$ cat src/rtl/am_envelope_detector.sv
// Windowed peak-to-peak envelope detector for an unsigned AM sample stream.
// Each window reports max-min of its samples, optionally averaged with the previous result.
module am_envelope_detector #(
  parameter int DATA_W = 8,
  parameter int CNT_W  = 16,
  parameter int SMOOTH = 1
) (
  input  logic              clk_i,
  input  logic              rst_i,
  input  logic              sample_valid_i,
  input  logic [DATA_W-1:0] sample_data_i,
  input  logic [CNT_W-1:0]  window_len_i,
  output logic [DATA_W-1:0] amplitude_o,
  output logic              amplitude_valid_o
);

  typedef enum logic {IDLE, ACCUM} state_t;

  localparam logic [CNT_W-1:0] CNT_ONE = {{(CNT_W-1){1'b0}}, 1'b1};

  state_t              state_q, state_d;
  logic [CNT_W-1:0]    win_len_q, win_len_d;
  logic [CNT_W-1:0]    cnt_q, cnt_d;
  logic [DATA_W-1:0]   max_q, max_d;
  logic [DATA_W-1:0]   min_q, min_d;
  logic                first_q, first_d;
  logic [DATA_W-1:0]   amp_q, amp_d;
  logic                vld_q, vld_d;

  logic [CNT_W-1:0]    len_eff;
  logic [CNT_W-1:0]    cnt_inc;
  logic                win_close;
  logic [DATA_W-1:0]   pp;

  // Rounded mean of two amplitudes; the extra sum bit keeps the carry.
  function automatic logic [DATA_W-1:0] round_mean(input logic [DATA_W-1:0] a,
                                                   input logic [DATA_W-1:0] b);
    logic [DATA_W:0] sum;
    sum = {1'b0, a} + {1'b0, b} + {{DATA_W{1'b0}}, 1'b1};
    return sum[DATA_W:1];
  endfunction

  assign len_eff   = (window_len_i == '0) ? CNT_ONE : window_len_i;
  assign cnt_inc   = cnt_q + CNT_ONE;
  assign win_close = sample_valid_i &&
                     ((state_q == IDLE) ? (len_eff == CNT_ONE) : (cnt_inc == win_len_q));

  always_ff @(posedge clk_i) begin
    if (rst_i) begin
      state_q   <= IDLE;
      win_len_q <= CNT_ONE;
      cnt_q     <= '0;
      max_q     <= '0;
      min_q     <= '1;
      first_q   <= 1'b1;
      amp_q     <= '0;
      vld_q     <= 1'b0;
    end else begin
      state_q   <= state_d;
      win_len_q <= win_len_d;
      cnt_q     <= cnt_d;
      max_q     <= max_d;
      min_q     <= min_d;
      first_q   <= first_d;
      amp_q     <= amp_d;
      vld_q     <= vld_d;
    end
  end

  always_comb begin
    state_d = state_q;
    if (sample_valid_i) begin
      state_d = win_close ? IDLE : ACCUM;
    end
  end

  // Extremes are updated including the current sample so pp covers the closing sample.
  always_comb begin
    win_len_d = win_len_q;
    cnt_d     = cnt_q;
    max_d     = max_q;
    min_d     = min_q;
    first_d   = first_q;
    amp_d     = amp_q;
    vld_d     = win_close;
    if (sample_valid_i) begin
      if (state_q == IDLE) begin
        win_len_d = len_eff;
        cnt_d     = CNT_ONE;
        max_d     = sample_data_i;
        min_d     = sample_data_i;
      end else begin
        cnt_d = cnt_inc;
        max_d = (sample_data_i > max_q) ? sample_data_i : max_q;
        min_d = (sample_data_i < min_q) ? sample_data_i : min_q;
      end
    end
    pp = max_d - min_d;
    if (win_close) begin
      cnt_d = '0;
      if ((SMOOTH != 0) && !first_q) begin
        amp_d = round_mean(amp_q, pp);
      end else begin
        amp_d = pp;
      end
      if (SMOOTH != 0) begin
        first_d = 1'b0;
      end
    end
  end

  assign amplitude_o       = amp_q;
  assign amplitude_valid_o = vld_q;

endmodule

$ cat config.mk
export PLATFORM = sky130hd
export DESIGN_NAME = am_envelope_detector
export DESIGN_NICKNAME = d
export VERILOG_FILES = /design/src/rtl/am_envelope_detector.sv
export SDC_FILE = /design/constraint.sdc
export NUM_CORES = 1
export LEC_CHECK = 0
export BUFFER_PORTS_ARGS = -buffer_cell sky130_fd_sc_hd__clkbuf_2
export CORE_ASPECT_RATIO = 1.4
export CORE_MARGIN = 2
export CORE_UTILIZATION = 40
export CTS_BUF_LIST = sky130_fd_sc_hd__clkbuf_4
export CTS_CLUSTER_DIAMETER = 60
export DETAILED_ROUTE_END_ITERATION = 7
export GPL_ROUTABILITY_DRIVEN = 0
export HOLD_SLACK_MARGIN = 0.02
export PLACE_DENSITY = 0.57
export SLEW_MARGIN = 20
export SYNTH_ARGS = -nofsm -noshare
export SYNTH_HDL_FRONTEND = slang
export SYNTH_SLANG_ARGS = --single-unit
$ cat constraint.sdc
create_clock -name clk_i -period 7.6 [get_ports clk_i]
set_clock_uncertainty 0.15 [all_clocks]
set_input_delay 1.52 -clock clk_i [delete_from_list [all_inputs] [get_ports clk_i]]
set_output_delay 1.52 -clock clk_i [all_outputs]
set_load 0.05 [all_outputs]
# Word-level counts from Yosys, hierarchy flattened
# Index checks and enable logic that the tools add are counted.
# classes
n_addsub	4
order_cmp	2
eq_ne	2
n_mux	11
bitwise	1
reduce_logical	4
# op_table
operator	count
$mux W8	7
$mux W16	2
$add A16 B1 Y16 const B	1
$eq A16 B1 Y1 const B	1
$eq A16 B16 Y1	1
$logic_not A16 Y1	1
$add A8 B8 Y9	1
$add A9 B1 Y9 const B	1
$gt A8 B8 Y1	1
$lt A8 B8 Y1	1
$sub A8 B8 Y8	1
$mux W1	2
$reduce_and A2 Y1	1
$reduce_or A2 Y1	1
$logic_and A1 B1 Y1	1
$not A1 Y1	1
# totals
register_bits	59
input_bits	27
elab_cells	32

# Logic depth before layout (Yosys ltp)
# depth
word_depth	8
ltp_mapped	30
depth_no_buf	25

# Least setup slack after synthesis
# OpenSTA, ideal clock, no wires.
# synth_path
kind	input port to flip-flop
start	in sample_data_i[5]
end	reg amp_q[7] (netlist: amplitude_o[7])
arrival_time_ps	6238
t_required_ps	7317
slack_ps	1079
cell_stages	27
path_buffers	4
path_cell_list	ha_1 a211o_1 a211oi_1 o32ai_2 buf_6 buf_6 clkbuf_1 nand2_1 o21ai_0 ha_1 clkbuf_1 nor2_1 nand3_1 a311oi_1 a221oi_1 or3b_1 xnor2_1 ha_1 o21ai_0 nand2b_1 a21o_1 a21oi_1 o21bai_1 a211oi_1 nor3_1 a21oi_1 o22ai_2
# synth_via
elab_chain_len	8
# synth_lines
item	line	rtl
start: declaration	11	input logic [DATA_W-1:0] sample_data_i,
$lt A8 B8 Y1 *	95	min_d = (sample_data_i < min_q) ? sample_data_i : min_q;
$mux W8 *	95	
$mux W8 *	87	if (state_q == IDLE) begin
$mux W8 *	86	if (sample_valid_i) begin
named net min_d[0]	25	logic [DATA_W-1:0] min_q, min_d;
$sub A8 B8 Y8 *	98	pp = max_d - min_d;
$add A8 B8 Y9	39	sum = {1'b0, a} + {1'b0, b} + {{DATA_W{1'b0}}, 1'b1};
$add A9 B1 Y9	39	
$mux W8 *	101	if ((SMOOTH != 0) && !first_q) begin
end signal: assignment	65	amp_q <= amp_d;
end: declaration	27	logic [DATA_W-1:0] amp_q, amp_d;
# The timed path passes the listed nets; every way through them passes the cells marked *.
# A chain may end at the register's enable or synchronous reset.

# Final worst setup path
# Same ends and word-level chain as after synthesis.

==> results by group <==
Outcome
  • Result of the run: finished, final reports clean

Drt
  • Antenna-violating nets left: 0
  • Via count: 4,075
  • Count of TritonRoute iterations in the first routing pass: 4
  • Uppermost layer routed: met4
  • Number of violations reported at the end of detailed-routing iteration 0: 184
  • Average detailed-routed wire length per instance: 15.7 µm
  • Total Wirelength: 11.6 mm
  • Total routed wire length on the met1 layer: 4.65 mm
  • Routed met3 length: 296 µm
  • Residual DRC count: 0
  • Wire length on met2: 6.43 mm
  • Ratio of routed vias to standard cells: 5.50

STA
  • Min Clock Period, post-route: 6.41 ns
  • Worst Tran Pin Value: 0.983 ns
  • Max-slew violations: 0
  • Hold violation count in the final report: 0
  • Number of setup violations in the final report: 0
  • Total Negative Setup Slacks: 0 ns
  • Least setup slack across all paths after layout: 1.19 ns
  • Tightest hold margin: 0.321 ns
  • Slew margin rel.: 34.2%
  • Period Utilization, post-route: 84.3%
  • Setup repair after global routing missed its margin: no
  • Max Clk Rate: 156 MHz

Setup path
  • Arrival time at the worst endpoint: 6.54 ns
  • Source of the worst register-to-register timing path: min_q[1]$_SDFF_PP1_
  • Type of element capturing the critical path: register
  • Worst setup startpoint: sample_data_i[5]
  • Delay of the slowest critical-path stage: 0.45 ns
  • Most frequent cell on the critical path: ha_1
  • Critical Path Fanout Max: 9
  • Data required time of the critical path: 7.74 ns
  • Element type at the critical path start: primary input
  • Critical path cell sequence: clkbuf_2 > ha_1 > a211o_1 > a211oi_1 > o32ai_4 > nand2_1 > o21ai_0 > ha_1 > o311ai_0 > mux2_2 > o22ai_1 > or3b_1 > xnor2_1 > ha_1 > o21ai_0 > nand2b_1 > a21o_1 > a21oi_1 > o21bai_1 > a211oi_1 > nor3_1 > a21oi_1 > o22ai_2
  • Critical Path Slowest Stage Cell: or3b_1
  • Worst Path Class, Setup: in2reg

CTS
  • Post-cts gate resize count: 0
  • Count of buffers added by post-CTS timing repair for setup: 0
  • Max Buffers Root-to-Sink: 2
  • H-tree depth: 3
  • Root Buffer Master: clkbuf_4
  • Clock sink count: 59
  • Clock slew at reported path FFs: 0.10 ns
  • Hold-fix buffer count after cts: 0
  • Clock latency on the worst-skew pair: 0.43 ns
  • Clock tree from TritonCTS: built
  • Number of CTS-inserted buffers: 9

Floorplanning
  • Area inside the core boundary: 0.0109 mm²
  • Starting Density: 41.2%
  • I/O pin count: 36
  • Area of the die: 0.0121 mm²
  • Die X: 93.6 µm
  • Number of cell rows: 45
  • Die outline height: 129 µm

Yosys
  • Number of flip-flops and latches in the synthesized netlist: 59
  • Yosys Warn Count: 0
  • Proportion of synthesized flip-flops having asynchronous set or reset: 0%
  • Proportion of synthesized chip area in sequential cells: 26.3%
  • Most instantiated flip-flop cell in the synthesis netlist: dfxtp_1
  • Netlist cell types: 71
  • Avg Cell Area, Syn: 7.85 µm²
  • Number of enable-type register cells in the synthesized netlist: 0
  • Syn Std Cell Area: 0.00450 mm²
  • Post-synthesis cell count: 573
  • Mapped Nets: 631

Power and ir drop
  • LEAKAGE: 1.97 nW
  • Total power density per cell area: 184 mW/mm²
  • Worst voltage drop across the vdd grid: 0.0977 mV

Job
  • Max cap viols: 0

GRT
  • Wire length of the first global-routing pass: 19.0 mm
  • Maximum number of pins on one net before global-route repair: 45
  • GR Overflow Total: 0
  • Via count of the first global-routing pass: 3,997
  • Number of antenna violations at the first check in global routing: 1
  • Total track usage: 19.9%

Layout
  • Syn-to-layout area delta: 8.46%
  • Count of filler cells inserted in the layout: 1,150
  • Footprint of the multi-input gates: 0.00303 mm²
  • Leading cell types in the layout, fill and taps excluded: dfxtp_1 (59), nand2_1 (53), nor2_1 (42), a21oi_1 (41), clkbuf_2 (35)
  • Ratio of cells with drive above 1 in the final layout: 15.7%
  • Area taken by flip-flops and latches: 0.00118 mm²
  • # nets final: 652
  • Final core occ: 44.7%
  • Most common cell after layout, fill and taps aside: dfxtp_1

Hold path
  • Worst Min Path Start: win_len_q[12]$_SDFFE_PP0P_
  • Worst hold path class: reg2reg

Place
  • Count of buffers inserted at the top-level ports: 35
  • Post-placement worst setup slack: 0.753 ns
  • Detailed placer's ending HPWL: 8.72 mm
[synthesized netlist by cell type (16+ instances only)]
library cell / count / area [µm²]
o21ai_0: 25 / 125
xnor2_1: 21 / 184
nor2b_1: 16 / 100
ha_1: 30 / 375
a21oi_1: 41 / 205
clkbuf_1: 19 / 71.3
nand2_1: 53 / 199
nor2_1: 42 / 158
dfxtp_1: 59 / 1180
inv_1: 34 / 128
nand3_1: 19 / 95.1
nand2b_1: 17 / 106
[flip-flops by register name, indices dropped and copies added, names as in the netlist]
signal	count
cnt_q	16
min_q	8
amplitude_valid_o	1
first_q	1
win_len_q	16
amplitude_o	8
max_q	8
state_q	1
[where the power goes]
group	total (mW)	switching (mW)	internal, mW
Clock	0.225	0.124	0.101
Sequential	0.338	0.0140	0.324
Combinational	0.333	0.196	0.137
Total	0.896	0.334	0.562
[layout make-up]
class                           count  area share (%)
Antenna cell                        1          0.0513
Clock buffer                       10            1.54
Clock inverter                      6            1.15
Inverter                           35            2.69
Multi-Input combinational cell    447            62.1
Sequential cell                    59            24.2
Tap cell                          141            3.62
Timing Repair Buffer               42            4.67
[stage by stage]
step / total power [mW] / instance area, µm² / instances
floorplan: 0.597 / 4500 / 573
global placement: 0.670 / 4740 / 724
detailed placement: 0.676 / 4740 / 724
CTS: 0.909 / 4870 / 740
global route: 0.959 / 4880 / 741
finish: 0.896 / 4880 / 741
[kinds of logic (layout without fill, tap and decap cells)]
family                   after synthesis  count (layout)  synth area share (%)
AO/OA/AOI/OAI                        147             147                  22.1
other                                  0               1                     0
multiplexers                          17              17                  4.01
adder cells (fa/ha/maj)               32              32                  9.02
AND/OR/NAND/NOR                      215             215                  24.8
flip-flops                            59              59                  26.3
buffers and inverters                 67              93                  6.68
XOR/XNOR                              36              36                  7.18
[per-layer routing]
layer | global-route usage (%) | vias up
li1 | - | 2084
met4 | 7.84 | 0
met2 | 39.0 | 65
met1 | 20.4 | 1910
met3 | 3.66 | 16
met5 | 0 | -
[path summary, 6_finish.rpt]
kind	slack [ns]	depth (start not counted)	end
worst max-delay path	1.19	23	amplitude_o[7]$_SDFFE_PP0P_
worst min register to register	0.32	2	win_len_q[12]$_SDFFE_PP0P_
worst max register to register	1.85	22	amplitude_o[7]$_SDFFE_PP0P_
worst min-delay path	0.32	2	win_len_q[12]$_SDFFE_PP0P_
[worst max-delay path, delay by kind of cell]
family                     cells  cell delay (ns)
adders and majority gates      3             0.95
buffers and inverters          1             0.12
xor gates and xnor gates       1             0.29
and+or+nand+nor                4             0.73
AOI/OAI and AO/OA             13             2.67
muxes                          1             0.24
No activity file was read; power rests on OpenSTA's default activity.
